File: config.mk
export PLATFORM = sky130hd
export DESIGN_NAME = hazard_ctrl
export DESIGN_NICKNAME = d
export VERILOG_FILES = /design/src/rtl/hazard_ctrl_pkg.sv /design/src/rtl/hazard_ctrl_mdu_busy_cnt.sv /design/src/rtl/hazard_ctrl.sv
export SDC_FILE = /design/constraint.sdc
export NUM_CORES = 1
export LEC_CHECK = 0
export ABC_AREA = 1
export CORE_MARGIN = 2
export CORE_UTILIZATION = 46
export DETAILED_ROUTE_END_ITERATION = 8
export MAX_ROUTING_LAYER = met4
export PLACE_DENSITY_LB_ADDON = 0.12
export SETUP_SLACK_MARGIN = 0.15
export SLEW_MARGIN = 20
export SYNTH_ARGS = -nofsm -noshare
export SYNTH_HDL_FRONTEND = slang
export SYNTH_SLANG_ARGS = --single-unit
File: constraint.sdc
create_clock -name clk -period 2 [get_ports clk]
set_clock_uncertainty 0.2 [all_clocks]
set_input_delay 0.2 -clock clk [delete_from_list [all_inputs] [get_ports clk]]
set_output_delay 0.2 -clock clk [all_outputs]
set_load 0.02 [all_outputs]
File: src/rtl/hazard_ctrl_pkg.sv
// Shared types and constants for the pipeline hazard controller:
// forwarding-select encodings, the scoreboard entry and MDU latency defaults.
package hazard_ctrl_pkg;

   localparam logic [1:0] FWD_RF  = 2'd0;
   localparam logic [1:0] FWD_MEM = 2'd1;
   localparam logic [1:0] FWD_WB  = 2'd2;

   localparam int MULT_CYCLES_DEF = 5;
   localparam int DIV_CYCLES_DEF  = 10;

   typedef struct packed {
      logic       valid;
      logic [4:0] addr;
      logic       is_load;
   } sb_entry_t;

   // Invalid entries are kept all-zero so they can never alias a real source.
   function automatic logic src_match(input sb_entry_t e, input logic [4:0] src,
                                      input logic use_src);
      return e.valid && (e.addr == src) && (src != 5'd0) && use_src;
   endfunction

   function automatic logic entry_ok(input sb_entry_t e);
      return e.valid ? (e.addr != 5'd0) : (e == '0);
   endfunction

endpackage

File: src/rtl/hazard_ctrl_mdu_busy_cnt.sv
// Multi-cycle mult/div occupancy counter: loads the op latency on start,
// counts down to zero, and flags busy from the registered count.
module mdu_busy_cnt
   import hazard_ctrl_pkg::*;
#(
   parameter int MULT_CYCLES = MULT_CYCLES_DEF,
   parameter int DIV_CYCLES  = DIV_CYCLES_DEF
) (
   input  logic clk,
   input  logic reset,
   input  logic i_start,
   input  logic i_is_div,
   output logic o_busy
);

   localparam logic [3:0] MULT_LD = 4'(MULT_CYCLES);
   localparam logic [3:0] DIV_LD  = 4'(DIV_CYCLES);

   logic [3:0] r_cnt;
   logic [3:0] w_cnt_nxt;
   logic       r_busy;

   // A start while already busy simply reloads; legal code never does that.
   always_comb begin
      w_cnt_nxt = r_cnt;
      if (i_start) begin
         w_cnt_nxt = i_is_div ? DIV_LD : MULT_LD;
      end else if (r_cnt != 4'd0) begin
         w_cnt_nxt = r_cnt - 4'd1;
      end
   end

   always_ff @(posedge clk) begin
      if (reset) begin
         r_cnt  <= 4'd0;
         r_busy <= 1'b0;
      end else begin
         r_cnt  <= w_cnt_nxt;
         r_busy <= (w_cnt_nxt != 4'd0);
      end
   end

   assign o_busy = r_busy;

endmodule

File: src/rtl/hazard_ctrl.sv
// Hazard controller for the 5-stage core: load-use/MDU stalls, branch flush,
// E-stage forwarding selects. Define HAZARD_PERF_EN to add stall/flush counters.
module hazard_ctrl
   import hazard_ctrl_pkg::*;
#(
   parameter int MULT_CYCLES = MULT_CYCLES_DEF,
   parameter int DIV_CYCLES  = DIV_CYCLES_DEF
) (
   input  logic       clk,
   input  logic       reset,
   input  logic       id_valid,
   input  logic [4:0] id_rs,
   input  logic [4:0] id_rt,
   input  logic       id_use_rs,
   input  logic       id_use_rt,
   input  logic [4:0] id_write_addr,
   input  logic       id_reg_write,
   input  logic       id_is_load,
   input  logic       id_is_mdu,
   input  logic       ex_mdu_start,
   input  logic       ex_mdu_is_div,
   input  logic       ex_branch_taken,
   output logic       stall_f,
   output logic       stall_d,
   output logic       flush_d,
   output logic       flush_e,
   output logic [1:0] fwd_a_sel,
   output logic [1:0] fwd_b_sel,
   output logic       mdu_busy
`ifdef HAZARD_PERF_EN
   ,
   output logic [31:0] perf_stall_cnt,
   output logic [31:0] perf_flush_cnt
`endif
);

   sb_entry_t  r_sb_e, r_sb_m, r_sb_w;
   sb_entry_t  w_d_entry;
   logic       w_a_match_e, w_a_match_m, w_b_match_e, w_b_match_m;
   logic       w_lu, w_ms, w_hold, w_flush_e;
   logic       w_mdu_busy;
   logic [1:0] w_fwd_a_nxt, w_fwd_b_nxt;
   logic [1:0] r_fwd_a, r_fwd_b;

   mdu_busy_cnt #(
      .MULT_CYCLES (MULT_CYCLES),
      .DIV_CYCLES  (DIV_CYCLES)
   ) u_mdu_busy_cnt (
      .clk      (clk),
      .reset    (reset),
      .i_start  (ex_mdu_start),
      .i_is_div (ex_mdu_is_div),
      .o_busy   (w_mdu_busy)
   );

   always_comb begin
      w_d_entry = '0;
      if (id_valid && id_reg_write && (id_write_addr != 5'd0)) begin
         w_d_entry.valid   = 1'b1;
         w_d_entry.addr    = id_write_addr;
         w_d_entry.is_load = id_is_load;
      end
   end

   assign w_a_match_e = src_match(r_sb_e, id_rs, id_valid & id_use_rs);
   assign w_b_match_e = src_match(r_sb_e, id_rt, id_valid & id_use_rt);
   assign w_a_match_m = src_match(r_sb_m, id_rs, id_valid & id_use_rs);
   assign w_b_match_m = src_match(r_sb_m, id_rt, id_valid & id_use_rt);

   assign w_lu      = id_valid & r_sb_e.is_load & (w_a_match_e | w_b_match_e);
   assign w_ms      = id_valid & id_is_mdu & (w_mdu_busy | ex_mdu_start);
   // A taken branch discards D anyway, so it wins over any stall.
   assign w_hold    = (w_lu | w_ms) & ~ex_branch_taken;
   assign w_flush_e = w_lu | w_ms | ex_branch_taken;

   // The instruction now in E will be in M (mem_data) when D reaches E;
   // the one in M will be in W. The RF is write-before-read, so W needs nothing.
   always_comb begin
      w_fwd_a_nxt = FWD_RF;
      w_fwd_b_nxt = FWD_RF;
      if (w_a_match_e && !r_sb_e.is_load) w_fwd_a_nxt = FWD_MEM;
      else if (w_a_match_m)               w_fwd_a_nxt = FWD_WB;
      if (w_b_match_e && !r_sb_e.is_load) w_fwd_b_nxt = FWD_MEM;
      else if (w_b_match_m)               w_fwd_b_nxt = FWD_WB;
   end

   always_ff @(posedge clk) begin
      if (reset) begin
         r_sb_e  <= '0;
         r_sb_m  <= '0;
         r_sb_w  <= '0;
         r_fwd_a <= FWD_RF;
         r_fwd_b <= FWD_RF;
      end else begin
         r_sb_w  <= r_sb_m;
         r_sb_m  <= r_sb_e;
         r_sb_e  <= w_flush_e ? '0 : w_d_entry;
         r_fwd_a <= w_flush_e ? FWD_RF : w_fwd_a_nxt;
         r_fwd_b <= w_flush_e ? FWD_RF : w_fwd_b_nxt;
      end
   end

   assert property (@(posedge clk) disable iff (reset)
      entry_ok(r_sb_e) && entry_ok(r_sb_m) && entry_ok(r_sb_w));

   assign stall_f   = w_hold;
   assign stall_d   = w_hold;
   assign flush_d   = ex_branch_taken;
   assign flush_e   = w_flush_e;
   assign fwd_a_sel = r_fwd_a;
   assign fwd_b_sel = r_fwd_b;
   assign mdu_busy  = w_mdu_busy;

`ifdef HAZARD_PERF_EN
   logic [31:0] r_perf_stall, r_perf_flush;

   always_ff @(posedge clk) begin
      if (reset) begin
         r_perf_stall <= 32'd0;
         r_perf_flush <= 32'd0;
      end else begin
         if (w_hold)          r_perf_stall <= r_perf_stall + 32'd1;
         if (ex_branch_taken) r_perf_flush <= r_perf_flush + 32'd1;
      end
   end

   assign perf_stall_cnt = r_perf_stall;
   assign perf_flush_cnt = r_perf_flush;
`endif

endmodule

==> results of run 1 <==
-- path summary, 6_finish.rpt --
kind / endpoint / slack (ns) / cells after the start / from
setup / recovery: stall_d / 0.04 / 10 / id_use_rt
hold / removal: fwd_a_sel[1] / 0.14 / 5 / id_use_rs
hold reg to reg: r_sb_m[2] / 0.26 / 2 / r_sb_e[2]
setup reg to reg: fwd_b_sel[1] / 0.15 / 11 / r_sb_e[1]
-- power breakdown --
| group | switching (mW) | internal, mW | total [mW] |
|---|---|---|---|
| Clock | 0.150 | 0.111 | 0.262 |
| Sequential | 0.00842 | 0.451 | 0.460 |
| Combinational | 0.110 | 0.109 | 0.220 |
| Total | 0.269 | 0.672 | 0.941 |
-- through the flow --
| step | area, um2 | total power [mW] |
|---|---|---|
| floorplan | 1160 | 0.574 |
| global placement | 1640 | 0.680 |
| detailed placement | 1640 | 0.690 |
| CTS | 1770 | 0.933 |
| global route | 1790 | 0.992 |
| finish | 1790 | 0.941 |
-- cells by family after synthesis --
group	Yosys count	share of synthesized area, %
and+or+nand+nor	78	31.0
buffers and inverters	33	11.3
DFF	22	37.8
xor gates and xnor gates	18	13.5
AOI/OAI and AO/OA	10	5.26
adders and majority gates	1	1.07
-- worst max-delay path, cell delays in order --
cell and delay [ns]:
sky130_fd_sc_hd__clkdlybuf4s50_1 0.48, sky130_fd_sc_hd__nand2_1 0.08, sky130_fd_sc_hd__nor2_1 0.10, sky130_fd_sc_hd__nand3_1 0.09
sky130_fd_sc_hd__nor2_2 0.13, sky130_fd_sc_hd__nand2_1 0.07, sky130_fd_sc_hd__nand2_2 0.08, sky130_fd_sc_hd__a21boi_2 0.06
sky130_fd_sc_hd__nor2_2 0.12, sky130_fd_sc_hd__buf_4 0.15
-- sequential cells by signal (all words and copies together) (netlist names) --
name / cells
r_sb_m: 6
fwd_b_sel: 2
u_mdu_busy_cnt.r_cnt: 4
r_sb_e: 7
fwd_a_sel: 2
u_mdu_busy_cnt.o_busy: 1
-- routing by layer --
layer  share of wire (%)  GRT usage, %
met1                  41          27.0
met4                 1.7          7.50
met5                   0             -
met3                 4.4          3.28
met2                  53          42.6
-- cell type report --
cell class | count | area [um2] | area share, %
clock buffer | 4 | 36.3 | 2.02
inverter | 30 | 113 | 6.28
multi-input combinational | 107 | 629 | 35.1
sequential | 22 | 449 | 25.1
tap | 30 | 37.5 | 2.09
timing repair buffer | 61 | 528 | 29.4
-- timing repair --
action / 4_1_cts / 5_1_grt
gates cloned: 0 / 0
gates resized for setup: 37 / 6
pin swaps: 10 / 1
endpoints found under the setup margin: 3 / 4
setup buffers: 10 / 1
-- synthesized netlist by cell type, drive strengths merged --
| cell type | instances | area [um2] |
|---|---|---|
| a21oi | 3 | 15.0 |
| o21a | 1 | 7.51 |
| nand4 | 4 | 46.3 |
| inv | 30 | 113 |
| nor3 | 6 | 30.0 |
| nand2 | 25 | 98.8 |
| nor2 | 32 | 130 |
| ha | 1 | 12.5 |
| buf | 2 | 15.0 |
| xor2 | 10 | 87.6 |
| clkbuf | 1 | 3.75 |
| nand3 | 10 | 50.1 |
| xnor2 | 8 | 70.1 |
| a31oi | 1 | 6.26 |
| or2 | 1 | 6.26 |
| dfxtp | 22 | 440 |
| o211ai | 2 | 15.0 |
| a21boi | 1 | 7.51 |
| o21ai | 2 | 10.0 |
-- cell usage in the layout, fill, tap and decap left out, drive strengths merged, types with 6 or more instances in the layout --
cell,Yosys,final
nor2,32,32
inv,30,30
buf,2,30
nand2,25,25
dfxtp,22,22
clkdlybuf4s50,0,19
dlygate4sd2,0,11
nand3,10,10
xor2,10,10
xnor2,8,8
nor3,6,6
==> impl_metrics.prom, run 1 <==
# TYPE chip_impl_metric gauge
chip_impl_metric{name="drcViolationCount",unit=""} 0
chip_impl_info{name="min_path_type",value="input pin to flip-flop"} 1
chip_impl_metric{name="vias",unit=""} 1204
chip_impl_metric{name="finalCritPeriodShare",unit="%"} 97.8
chip_impl_metric{name="htree_num_levels",unit=""} 1
chip_impl_metric{name="core.rowCount",unit=""} 18
chip_impl_info{name="rsz0062_at_grt",value="yes"} 1
chip_impl_metric{name="dr.pass1.iters",unit=""} 4
chip_impl_metric{name="placement.io_buffers",unit=""} 34
chip_impl_metric{name="design.die.area",unit="mm2"} 0.00295
chip_impl_info{name="worst_setup_path_end_kind",value="output pin"} 1
chip_impl_metric{name="dieWidth",unit="um"} 54.3
chip_impl_metric{name="post_synth_num_cell_types",unit=""} 23
chip_impl_metric{name="final_util",unit="%"} 73.7
chip_impl_metric{name="via_cell_ratio",unit=""} 4.74
chip_impl_metric{name="critical_path.max_fanout",unit=""} 2
chip_impl_metric{name="number_of_filler_cells_placed_in_the_layout",unit=""} 202
chip_impl_metric{name="globalplace.congestion",unit=""} 0.860
chip_impl_metric{name="postRouteAntennaNets",unit=""} 0
chip_impl_metric{name="die_h",unit="um"} 54.3
chip_impl_metric{name="area_of_the_mapped_netlist",unit="mm2"} 0.00116
chip_impl_metric{name="initial_core_util",unit="%"} 47.9
chip_impl_metric{name="grt_antenna_before_repair",unit=""} 0
chip_impl_info{name="worstSetupPathType",value="input pin to output pin"} 1
chip_impl_metric{name="max-vdd-ir-drop",unit="V"} 0.000571
chip_impl_metric{name="synth_nets",unit=""} 189
chip_impl_metric{name="final_hold_viol_count",unit=""} 0
chip_impl_metric{name="largest_net_degree_at_the_start_of_global_routing",unit=""} 13
chip_impl_metric{name="nets",unit=""} 252
chip_impl_metric{name="max_transition_margin",unit="%"} 79.1
chip_impl_metric{name="tightestPinTransition",unit="ns"} 0.311
chip_impl_metric{name="numClockSinks",unit=""} 22
chip_impl_metric{name="number_of_global_route_vias_before_repair",unit=""} 1030
chip_impl_metric{name="wl_per_cell",unit="um"} 12.2
chip_impl_metric{name="synth_area_per_cell",unit="um2"} 7.19
chip_impl_metric{name="worst_skew_pair_latency",unit="ns"} 0.32
chip_impl_metric{name="ios",unit=""} 35
chip_impl_metric{name="power_density",unit="mW/mm2"} 525
chip_impl_metric{name="tns",unit="ns"} 0
chip_impl_metric{name="cts_buffer_depth",unit=""} 2
chip_impl_info{name="cts-root-buf",value="sky130_fd_sc_hd__clkbuf_4"} 1
chip_impl_metric{name="share_of_cells_above_drive_strength_1",unit="%"} 25.4
chip_impl_metric{name="report.final.slew_viol_count",unit=""} 0
chip_impl_metric{name="grt_pass1_wl",unit="um"} 4680
chip_impl_metric{name="dpl.cell_count",unit=""} 239
chip_impl_metric{name="ctsHoldBuffers",unit=""} 0
chip_impl_metric{name="groute.usage.overall",unit="%"} 23.7
chip_impl_info{name="run_status",value="finished clean"} 1
chip_impl_metric{name="drv_cap",unit=""} 0
chip_impl_metric{name="setup_viol",unit=""} 0
chip_impl_metric{name="leakagePower",unit="nW"} 0.861
chip_impl_metric{name="drt_wl_total",unit="um"} 3090
chip_impl_metric{name="flow.area_growth_from_synthesis",unit="%"} 53.9
chip_impl_metric{name="timing.final.ws_setup",unit="ns"} 0.0442
chip_impl_metric{name="cts_made_buffers",unit=""} 3
chip_impl_metric{name="hpwl",unit="um"} 2330
chip_impl_metric{name="final_cells",unit=""} 254
chip_impl_metric{name="core_region_area",unit="mm2"} 0.00243
chip_impl_info{name="worstSetupStartpointType",value="input pin"} 1
chip_impl_metric{name="dpl_worst_slack",unit="ns"} -0.497
chip_impl_metric{name="antenna_cells_inserted",unit=""} 0
chip_impl_metric{name="synth-seq-area-share",unit="%"} 37.8
chip_impl_info{name="tritoncts",value="done"} 1
chip_impl_metric{name="fin_hold_ws",unit="ns"} 0.143
chip_impl_metric{name="postSynthRegisterBits",unit=""} 22
chip_impl_metric{name="shortest_period_the_worst_path_allows",unit="ns"} 1.96
chip_impl_metric{name="cp_data_arrival_time",unit="ns"} 1.56
chip_impl_metric{name="critPathRequiredTime",unit="ns"} 1.60
chip_impl_metric{name="post_synth_inst_count",unit=""} 162
chip_impl_metric{name="number_of_synthesis_warnings",unit=""} 0
chip_impl_metric{name="drt_iter0_markers",unit=""} 16
chip_impl_metric{name="leftover_overflow_at_the_end_of_global_routing",unit=""} 0
chip_impl_metric{name="timing.fmax",unit="MHz"} 511
chip_impl_metric{name="worst_setup_hold_path_clk_slew",unit="ns"} 0.13
Note: power is estimated with default switching activity, not from simulation.
==> run 2, diff against run 1 <==
- CTS_CLUSTER_SIZE: unset -> 24
==> results of run 2 <==
The final DEF is identical to that of run 1; final timing and power are the same.
